**src/rtl/vpu_req_arbiter.sv**
```systemverilog
// Round-robin arbiter feeding one VPU decoder, with in-flight credit limiting.
// Optional macro VPU_ARB_PRIO0_EN gives requester 0 strict priority over the round-robin group.
module vpu_req_arbiter #(
  parameter int NUM_REQ      = 4,
  parameter int INSTR_W      = 64,
  parameter int MAX_INFLIGHT = 4,
  parameter int CNT_W        = $clog2(MAX_INFLIGHT + 1)
) (
  input  logic                       clk,
  input  logic                       rst,
  input  logic [NUM_REQ-1:0]         req_valid_i,
  input  logic [NUM_REQ*INSTR_W-1:0] req_instr_i,
  output logic [NUM_REQ-1:0]         req_ready_o,
  output logic                       dec_valid_o,
  output logic [INSTR_W-1:0]         dec_instr_o,
  output logic [$clog2(NUM_REQ)-1:0] dec_src_o,
  input  logic                       dec_ready_i,
  input  logic                       cpl_valid_i,
  output logic [CNT_W-1:0]           inflight_o,
  output logic                       busy_o,
  output logic                       err_o
);
  // Handshakes: a transfer happens on any cycle where valid and ready are both high at the rising
  // edge; the sender holds valid and payload stable until then. req_ready_o is the grant pulse.
  localparam int SRC_W = $clog2(NUM_REQ);

  typedef enum logic {IDLE = 1'b0, ISSUE = 1'b1} state_t;

  state_t            state;
  logic [SRC_W-1:0]  rr_ptr;
  logic [SRC_W-1:0]  winner;
  logic [SRC_W-1:0]  rr_next;
  logic              found;
  logic              any_valid;
  logic              credit_idle;
  logic              credit_issue;
  logic              grant_en;
  logic              rr_upd;
  logic              issue;
  logic [CNT_W:0]    inflight_plus1;
  logic [CNT_W-1:0]  inflight;
  int                idx;

  always_comb begin
    winner = '0;
    found  = 1'b0;
    idx    = 0;
    for (int i = 0; i < NUM_REQ; i++) begin
      idx = int'(rr_ptr) + i;
      if (idx >= NUM_REQ) idx = idx - NUM_REQ;
      if (!found && req_valid_i[idx]) begin
        found  = 1'b1;
        winner = SRC_W'(idx);
      end
    end
`ifdef VPU_ARB_PRIO0_EN
    if (req_valid_i[0]) begin
      found  = 1'b1;
      winner = '0;
    end
`endif
  end

  assign any_valid      = |req_valid_i;
  assign issue          = dec_valid_o && dec_ready_i;
  assign inflight_plus1 = {1'b0, inflight} + (CNT_W + 1)'(1);
  // Grants only look at the registered count; a same-cycle completion frees its credit next cycle.
  assign credit_idle    = inflight < CNT_W'(MAX_INFLIGHT);
  assign credit_issue   = inflight_plus1 < (CNT_W + 1)'(MAX_INFLIGHT);
  assign grant_en       = !rst && any_valid &&
                          ((state == IDLE && credit_idle) ||
                           (state == ISSUE && dec_ready_i && credit_issue));
  assign rr_next        = (int'(winner) == NUM_REQ - 1) ? '0 : winner + SRC_W'(1);

`ifdef VPU_ARB_PRIO0_EN
  assign rr_upd = grant_en && (winner != '0);
`else
  assign rr_upd = grant_en;
`endif

  always_comb begin
    req_ready_o = '0;
    if (grant_en) req_ready_o[winner] = 1'b1;
  end

  always_ff @(posedge clk) begin
    if (rst) begin
      state       <= IDLE;
      rr_ptr      <= '0;
      dec_instr_o <= '0;
      dec_src_o   <= '0;
    end else begin
      if (grant_en) begin
        state       <= ISSUE;
        dec_instr_o <= req_instr_i[int'(winner)*INSTR_W +: INSTR_W];
        dec_src_o   <= winner;
        if (rr_upd) rr_ptr <= rr_next;
      end else if (state == ISSUE && dec_ready_i) begin
        state <= IDLE;
      end
    end
  end

  always_ff @(posedge clk) begin
    if (rst) begin
      inflight <= '0;
      err_o    <= 1'b0;
    end else begin
      if (issue && !cpl_valid_i) begin
        inflight <= inflight + CNT_W'(1);
      end else if (!issue && cpl_valid_i) begin
        if (inflight != '0) inflight <= inflight - CNT_W'(1);
        else                err_o    <= 1'b1;
      end
    end
  end

  // The state register itself drives dec_valid_o, so the FSM state is always observable.
  assign dec_valid_o = (state == ISSUE);
  assign inflight_o  = inflight;
  assign busy_o      = dec_valid_o || (inflight != '0);

endmodule
```
**config.mk**
```make
export PLATFORM = sky130hd
export DESIGN_NAME = vpu_req_arbiter
export DESIGN_NICKNAME = d
export VERILOG_FILES = /design/src/rtl/vpu_req_arbiter.sv
export SDC_FILE = /design/constraint.sdc
export NUM_CORES = 1
export LEC_CHECK = 0
export CAP_MARGIN = 5
export CORE_AREA = 2 2 132 134
export DETAILED_ROUTE_END_ITERATION = 7
export DIE_AREA = 0 0 134 136
export PLACE_DENSITY = 0.63
export SETUP_SLACK_MARGIN = 0.02
export SLEW_MARGIN = 30
export SYNTH_ARGS = -nofsm -noshare
export SYNTH_HDL_FRONTEND = slang
export SYNTH_SLANG_ARGS = --single-unit
export TNS_END_PERCENT = 30
```
**constraint.sdc**
```tcl
create_clock -name clk -period 3.1 [get_ports clk]
set_input_delay 0.31 -clock clk [delete_from_list [all_inputs] [get_ports clk]]
set_output_delay 0.31 -clock clk [all_outputs]
set_load 0.02 [all_outputs]
```
# Yosys cells after proc, flatten, opt, wreduce, memory -nomap -nowiden
# Cells that the tools add are included.
# word_totals
regBits,73
input_bits,264
out_inout_bits,76
wordCells,92
# classes
add_sub_neg,11
n_lt_le_gt_ge,12
eq_ne,1
shifts,1
mux,32
bitwise,3
n_reduce_logical,26
# op_table
operator,count
$shiftx A256 B9 Y64,1
$lt A32 B4 Y1 const B,4
$mux W32,4
$mux W1,14
$sub A3 B3 Y4 const B,3
$logic_and A1 B1 Y1,11
$mux W2,5
$ge A3 B3 Y1 const B,3
$mux W3,3
$bmux W1 S2,4
$add A2 B2 Y3 const B,2
$logic_not A1 Y1,6
$reduce_bool A2 Y1,3
$add A3 B1 Y4 const B,1
$lt A4 B3 Y1 const B,1
$mux W4,1
$reduce_or A4 Y1,1
$sub A2 B3 Y4 const B,1
$add A2 B1 Y3 const B,1
$add A3 B1 Y3 const B,1
$ge A2 B3 Y1 const B,1
$lt A2 B3 Y1 const B,1
$lt A3 B3 Y1 const B,1
$not A1 Y1,3
9 further kinds,10

# Logic depth before layout (Yosys ltp)
# Gate-level depths: netlist of the first run.
# depth
word_depth,20
ltp_mapped,9

# Worst setup path after synthesis of the first run
# OpenSTA, ideal clock, no wires.
# synth_path
path_kind,register to output
start,register inflight[1] (netlist: inflight_o[1])
end,output req_ready_o[0]
arrival_ns,1.797
required_time_ns,2.790
path_slack_ns,0.993
path_stages_with_launch,6
n_path_buf,1
path_cell_list,dfxtp_1 a21bo_2 a2111oi_4 o31ai_1 clkbuf_1 nor2_1
# synth_via
elab_chain_cells,6
word_cells_on_any_way,8
# synth_lines
item,line_no,rtl
"start, declared",41,logic [CNT_W-1:0] inflight;
"start signal, assigned",110,inflight <= inflight + CNT_W'(1);
"start signal, assigned",112,if (inflight != '0) inflight <= inflight - CNT_W'(1);
$add A3 B1 Y4,66,"assign inflight_plus1 = {1'b0, inflight} + (CNT_W + 1)'(1);"
$lt A4 B3 Y1,69,assign credit_issue = inflight_plus1 < (CNT_W + 1)'(MAX_INFLIGHT);
$logic_and A1 B1 Y1,72,(state == ISSUE && dec_ready_i && credit_issue));
$logic_or A1 B1 Y1 (*),71,((state == IDLE && credit_idle) ||
$logic_and A1 B1 Y1 (*),70,assign grant_en = !rst && any_valid &&
$mux W4 (*),83,if (grant_en) req_ready_o[winner] = 1'b1;
"end, declared",13,"output logic [NUM_REQ-1:0] req_ready_o,"
# Every way passes the cells marked *; elsewhere a longest branch is shown, timed or not.

# Worst setup path after layout of the first run
# layout_path
start,input dec_ready_i
end,output req_ready_o[1]
# layout_via
elab_chain_cells,5
# layout_lines
item,line_no,rtl
"start, declared",17,"input logic dec_ready_i,"
$logic_and A1 B1 Y1 (2 in series),72,
$logic_or A1 B1 Y1,71,
$logic_and A1 B1 Y1,70,
$mux W4,83,
# No other way between the ends.

==> results of run 1 <==
cell type report:
type,instances,share of cell area [%]
Timing Repair Buffer,349,43.50
Multi-Input combinational cell,310,30.55
Clock buffer,11,3.141
Inverter,4,0.1866
Tap cell,225,3.498
Sequential cell,73,18.16
Clock inverter,5,0.9639
worst min-delay path, cell delays in order, from the launching register on:
cell and delay (ps):
dfxtp_1 320, nand2_1 50, o221ai_1 50
per-stage QoR:
step / instances / hold WS [ps] / utilization [%]
2_1_floorplan: 423 / 469.7 / -
3_3_place_gp: 960 / 441.0 / 45.57
3_5_place_dp: 960 / 445.5 / 45.57
4_1_cts: 976 / 462.6 / 47.52
5_1_grt: 977 / 483.3 / 47.69
6_report: 977 / 459.7 / 47.69
where the power goes:
part	internal [mW]	switching, mW
registers	1.32	0.231
clock network	0.746	0.398
logic	1.49	1.43
total	3.56	2.06
worst paths after layout:
| path | endpoint | cells after the start |
|---|---|---|
| hold reg to reg | dec_instr_o[33]$_SDFFE_PP0P_ | 2 |
| setup / recovery | req_ready_o[1] | 7 |
| hold / removal | dec_instr_o[33]$_SDFFE_PP0P_ | 2 |
| setup reg to reg | dec_instr_o[32]$_SDFFE_PP0P_ | 6 |
cells in the mapped netlist, drive strengths merged (2+ instances only):
| library cell | count | area (um2) |
|---|---|---|
| mux2i | 128 | 1281 |
| nand2 | 74 | 277.8 |
| dfxtp | 73 | 1461 |
| o221ai | 64 | 560.5 |
| buf | 22 | 110.1 |
| clkbuf | 14 | 52.55 |
| nor2 | 10 | 37.54 |
| a21oi | 9 | 45.04 |
| inv | 4 | 15.01 |
| ha | 3 | 37.54 |
| nand2b | 3 | 18.77 |
| nor2b | 3 | 18.77 |
| nor3 | 2 | 10.01 |
| nor4 | 2 | 12.51 |
routing by layer:
metal | up-vias | global-route usage, %
met2 | 197 | 32.71
met4 | 0 | 5.851
met1 | 2123 | 18.45
met5 | - | 0
met3 | 23 | 6.115
li1 | 2248 | -
kinds of logic after synthesis:
| group | count (synthesis) |
|---|---|
| AND/OR/NAND/NOR | 96 |
| adder cells (fa/ha/maj) | 4 |
| AO/OA/AOI/OAI | 80 |
| buffers and inverters | 40 |
| XOR/XNOR | 2 |
| flip-flops | 73 |
| multiplexers | 128 |
flip-flops by register name, summed over array words and instances (netlist names):
signal,flops
dec_instr_o,64
dec_src_o,2
dec_valid_o,1
err_o,1
inflight_o,3
rr_ptr,2
==> impl_metrics.tcl, run 1 <==
set metrics [dict create \
    status "complete, no violations" \
    p_per_area_mw_per_mm2 699.1 \
    setup_tns_ps 0 \
    ir_drop_uv 412.3 \
    worst_slack_ps 189.2 \
    clk_latency_ps 330 \
    numCtsBuffers 9 \
    worstHoldStart "dec_instr_o[33]$_SDFFE_PP0P_" \
    register_area_mm2 0.001461 \
    synth_area_mm2 0.004073 \
    synth_fa_ha_area_share_pct 1.413 \
    cp.arrival_ps 2600 \
    io_pins 340 \
    critPathSlowestCell "clkdlybuf4s50_1" \
    cp-start-kind "primary input" \
    synth_xor_area_share_pct 0.4301 \
    firstDrtPassIters 4 \
    portBuffers 339 \
    syn_to_final_growth_pct 97.60 \
    design_area_mm2 0.008048 \
    synth_area_per_cell_um2 9.628 \
    syn_nets 691 \
    synth_seq_area_share_pct 35.88 \
    tritoncts "built" \
    drtIter0Drc 153 \
    clk_pin_slew_ps 60 \
    skew_ps 6.799 \
    worstMarginPinSlew_ps 748.6 \
    wl_um 16620 \
    path_max_fanout 4 \
    max-slew-margin-rel_pct 50.10 \
    grt_max_degree 103 \
    wire_per_inst_um 17.01 \
    grt_usage_pct 17.58 \
    gr-total-overflow 0 \
    reg2reg_from "inflight_o[1]$_SDFFE_PP0P_" \
    finalCriticalPeriod_ps 2911 \
    htreeDepth 3 \
    wl_met3_um 1508 \
    grt_pass1_vias 4745 \
    die_width_um 134 \
    rows 48 \
    vias 4591 \
    leakagePower_nw 3.015 \
    die_h_um 136 \
    drt-vias-per-instance 4.699 \
    synth_top_family_by_area "multiplexers" \
    finalPower_mw 5.626 \
    rrSetupSlack_ps 870 \
    met1_length_um 6273 \
    highest_layer "met4" \
    synth_edf_count 0 \
    syn_inst 423 \
    postRouteAntennaNets 0 \
    path_cells "clkdlybuf4s50_1, a21bo_2, a2111oi_4, buf_4, nand2_2, nor2_1, clkdlybuf4s50_1" \
    ys_ff_latch 73 \
    fmax_mhz 343.6 \
    hold_class "flip-flop to flip-flop" \
    cp_top_family "buffers and inverters" \
    wl_met2_um 8498 \
    fill_cells 1563 \
    hold_viol 0 \
    antenna_found_initial 1 \
    cts_sinks 73 \
    crit_required_ps 2790 \
    mostFrequentLayoutCells "clkdlybuf4s50_1, mux2i_1, nand2_1, dfxtp_1, o221ai_1" \
    yosys_warnings 0 \
    slew_viol_final 0 \
    cts-resized-gates 0 \
    path_common_cell "clkdlybuf4s50_1" \
    gp_congestion 0.8021 \
    post-route-period-util_pct 93.90 \
    multi_input_area_mm2 0.002459 \
    postCtsSetupRepairBufs 0 \
    cp_num_buf_inv 3 \
    nets 1015 \
    hpwlAfterDp_um 12890 \
    ys_async_sr_fraction_pct 0 \
    yosysUniqueCellTypes 26 \
    route.detailed.drc 0 \
    cts_buffer_depth 2 \
    startpoint "dec_ready_i" \
    grt_pass1_wl_um 25070 \
    max_stage_delay_ps 620 \
    start_util_pct 24.13 \
    critical_path_class "primary input to output port" \
    setup_viol 0 \
    synth-compound-area-share_pct 16.90 \
    synthFlopType "dfxtp_1" \
    rsz0062_at_grt "no" \
    coreArea_mm2 0.01688 \
    die_area_mm2 0.01822 \
    layout_commonest_cell "clkdlybuf4s50_1" \
    dpl_cell_area_mm2 0.007690 \
    root_buffer "clkbuf_16" \
    n_antenna_cell 0 \
    max-cap-violations 0 \
    synth.mux.area_fraction_pct 31.46 \
    pre_cts_slack_ps 202.7 \
    drive_above_1_share_pct 4.255 \
    ctsHoldBuffers 0 \
    cp-end-kind "output port" \
    synthSimpleGateAreaFrac_pct 9.555 \
]
Note: power is estimated with default switching activity, not from simulation.
==> run 2, diff against run 1 <==
--- a/config.mk
+++ b/config.mk
@@ -9,6 +9,7 @@
 export CORE_AREA = 2 2 132 134
 export DETAILED_ROUTE_END_ITERATION = 7
 export DIE_AREA = 0 0 134 136
+export GPL_TIMING_DRIVEN = 1
 export PLACE_DENSITY = 0.63
 export SETUP_SLACK_MARGIN = 0.02
 export SLEW_MARGIN = 30
==> results of run 2 <==
The final DEF is identical to that of run 1; final timing and power are the same.
==> run 3, diff against run 2 <==
==> constraint.sdc (replaced) <==
create_clock -name clk -period 2.95 [get_ports clk]
set_input_delay 0.295 -clock clk [delete_from_list [all_inputs] [get_ports clk]]
set_output_delay 0.295 -clock clk [all_outputs]
set_load 0.02 [all_outputs]
==> run 3 against run 2 <==
  * Clock power shrank 9.6%
  * Global-route usage grew 0.54 points
  * Register-to-register slack lost 190 ps
  * Clock skew is essentially flat
  * Sequential cell count is the same
  * Critical path type unchanged
  * Wire length grew 1.9%
  * Die area is the same
  * Worst setup slack lost 90 ps
  * Clock-buffer cell count grew 3
  * Total power grew 2.4%
  * Non-clock buffer count grew 1
  * Worst hold slack lost 2.7 ps
==> impl_metrics.tcl, run 3 (same netlist as run 1, synthesis figures left out) <==
set metrics [dict create \
    p_per_area_mw_per_mm2 719.5 \
    crit_required_ps 2650 \
    reg2reg_from "rr_ptr[0]$_SDFFE_PP0P_" \
    tritoncts "built" \
    numCtsBuffers 9 \
    p_switching_mw 2.176 \
    io_pins 340 \
    slew_viol_final 0 \
    ir_drop_uv 336.9 \
    cts_buffer_depth 2 \
    layout_commonest_cell "clkdlybuf4s50_1" \
    top_register "dec_instr_o" \
    drtIter0Drc 173 \
    hold_class "flip-flop to flip-flop" \
    grt_pass1_vias 4727 \
    antenna_found_initial 0 \
    wire_per_inst_um 17.31 \
    clk_latency_ps 340 \
    postRouteAntennaNets 0 \
    finalCriticalPeriod_ps 2850 \
    clk_pin_slew_ps 50 \
    startpoint "dec_ready_i" \
    grt_pass1_wl_um 25650 \
    nets 1016 \
    cp-end-kind "output port" \
    largest_register_ffs 64 \
    route.detailed.drc 0 \
    leakagePower_nw 2.991 \
    portBuffers 339 \
    die_area_mm2 0.01822 \
    hpwlAfterDp_um 13170 \
    p_comb_share_pct 53.6 \
    hold_viol 0 \
    htreeDepth 3 \
    grt_max_degree 66 \
    postCtsSetupRepairBufs 0 \
    cts_sinks 73 \
    ctsHoldBuffers 0 \
    root_buffer "clkbuf_16" \
    max-slew-margin-rel_pct 49.09 \
    die_width_um 134 \
    seqPwrFrac_pct 28.5 \
    internal_power_mw 3.585 \
    die_h_um 136 \
    fmax_mhz 350.8 \
    gp_congestion 0.7924 \
    path_max_fanout 4 \
    worstHoldStart "dec_instr_o[46]$_SDFFE_PP0P_" \
    cp-start-kind "primary input" \
    instances_no_fill 978 \
    critical_path_class "primary input to output port" \
    setup_tns_ps 0 \
    dpl.cell_count 962 \
    worstMarginPinSlew_ps 763.6 \
    syn_to_final_growth_pct 96.59 \
    cts-resized-gates 0 \
    post-route-period-util_pct 96.62 \
    max-cap-violations 0 \
    skew_ps 7.006 \
    drive_above_1_share_pct 3.984 \
    n_antenna_cell 0 \
    grt_usage_pct 18.12 \
    cp.arrival_ps 2560 \
    start_util_pct 24.13 \
    vias 4589 \
    drt-vias-per-instance 4.692 \
    rows 48 \
    mostFrequentLayoutCells "clkdlybuf4s50_1, mux2i_1, nand2_1, dfxtp_1, o221ai_1" \
    clkPwrFrac_pct 17.9 \
    netSwitchingFraction_pct 37.78 \
    firstDrtPassIters 4 \
    setup_viol 0 \
    rsz0062_at_grt "no" \
    status "complete, no violations" \
    gr-total-overflow 0 \
    finalPower_mw 5.761 \
    coreArea_mm2 0.01688 \
    wl_um 16930 \
]
-- run 3: cell count changes in the layout (fill, tap and decap cells not counted), sizes merged --
cell,delta
buf,+1
bufinv,-2
clkbuf,+3
clkinv,-1
-- run 3: worst max-delay path, cell delays in order --
cell             delay, ps
clkdlybuf4s50_1        500
a21bo_2                260
a2111oi_4              510
buf_4                  220
and2_1                 130
clkdlybuf4s50_1        630
-- run 3: power groups by stage --
stage          combinational (mW)  clock, mW  sequential (mW)
2_1_floorplan                1.14          0             2.10
3_3_place_gp                 3.08          0             1.64
3_5_place_dp                 3.12          0             1.65
4_1_cts                      3.13       1.07             1.64
5_1_grt                      3.30       1.11             1.69
6_report                     3.09       1.03             1.64
-- run 3: metal layers --
layer	global-route usage [%]	vias to the layer above	part of all wire, %	wire [um]
li1	-	2251	-	-
met1	20.65	2100	40	6729
met2	31.54	212	49	8352
met3	5.779	26	8.5	1435
met4	7.151	0	2.4	412
met5	0	-	0	0
-- run 3: final timing paths --
path / end / slack (ps) / depth (start not counted)
hold reg to reg: dec_instr_o[46]$_SDFFE_PP0P_ / 460 / 2
setup reg to reg: dec_instr_o[20]$_SDFFE_PP0P_ / 680 / 7
hold / removal: dec_instr_o[46]$_SDFFE_PP0P_ / 460 / 2
setup / recovery: req_ready_o[3] / 100 / 6
-- run 3: stage by stage --
stage          setup slack (ps)  util [%]  area, um2  hold slack (ps)
6_report                  99.60     47.44       8006            456.9
4_1_cts                   97.77     47.44       8006            458.6
3_5_place_dp              108.3     45.80       7730            446.2
2_1_floorplan             858.2         -       4073            469.7
3_3_place_gp              170.3     45.80       7730            441.7
5_1_grt                   40.44     47.44       8006            484.0
-- run 3: layout make-up --
| cell class | count | area, um2 |
|---|---|---|
| Clock buffer | 14 | 264.0 |
| Fill cell | 1576 | 8870 |
| Clock inverter | 2 | 12.51 |
| Sequential cell | 73 | 1461 |
| Tap cell | 225 | 281.5 |
| Timing Repair Buffer | 350 | 3513 |
| Inverter | 4 | 15.01 |
| Multi-Input combinational cell | 310 | 2459 |
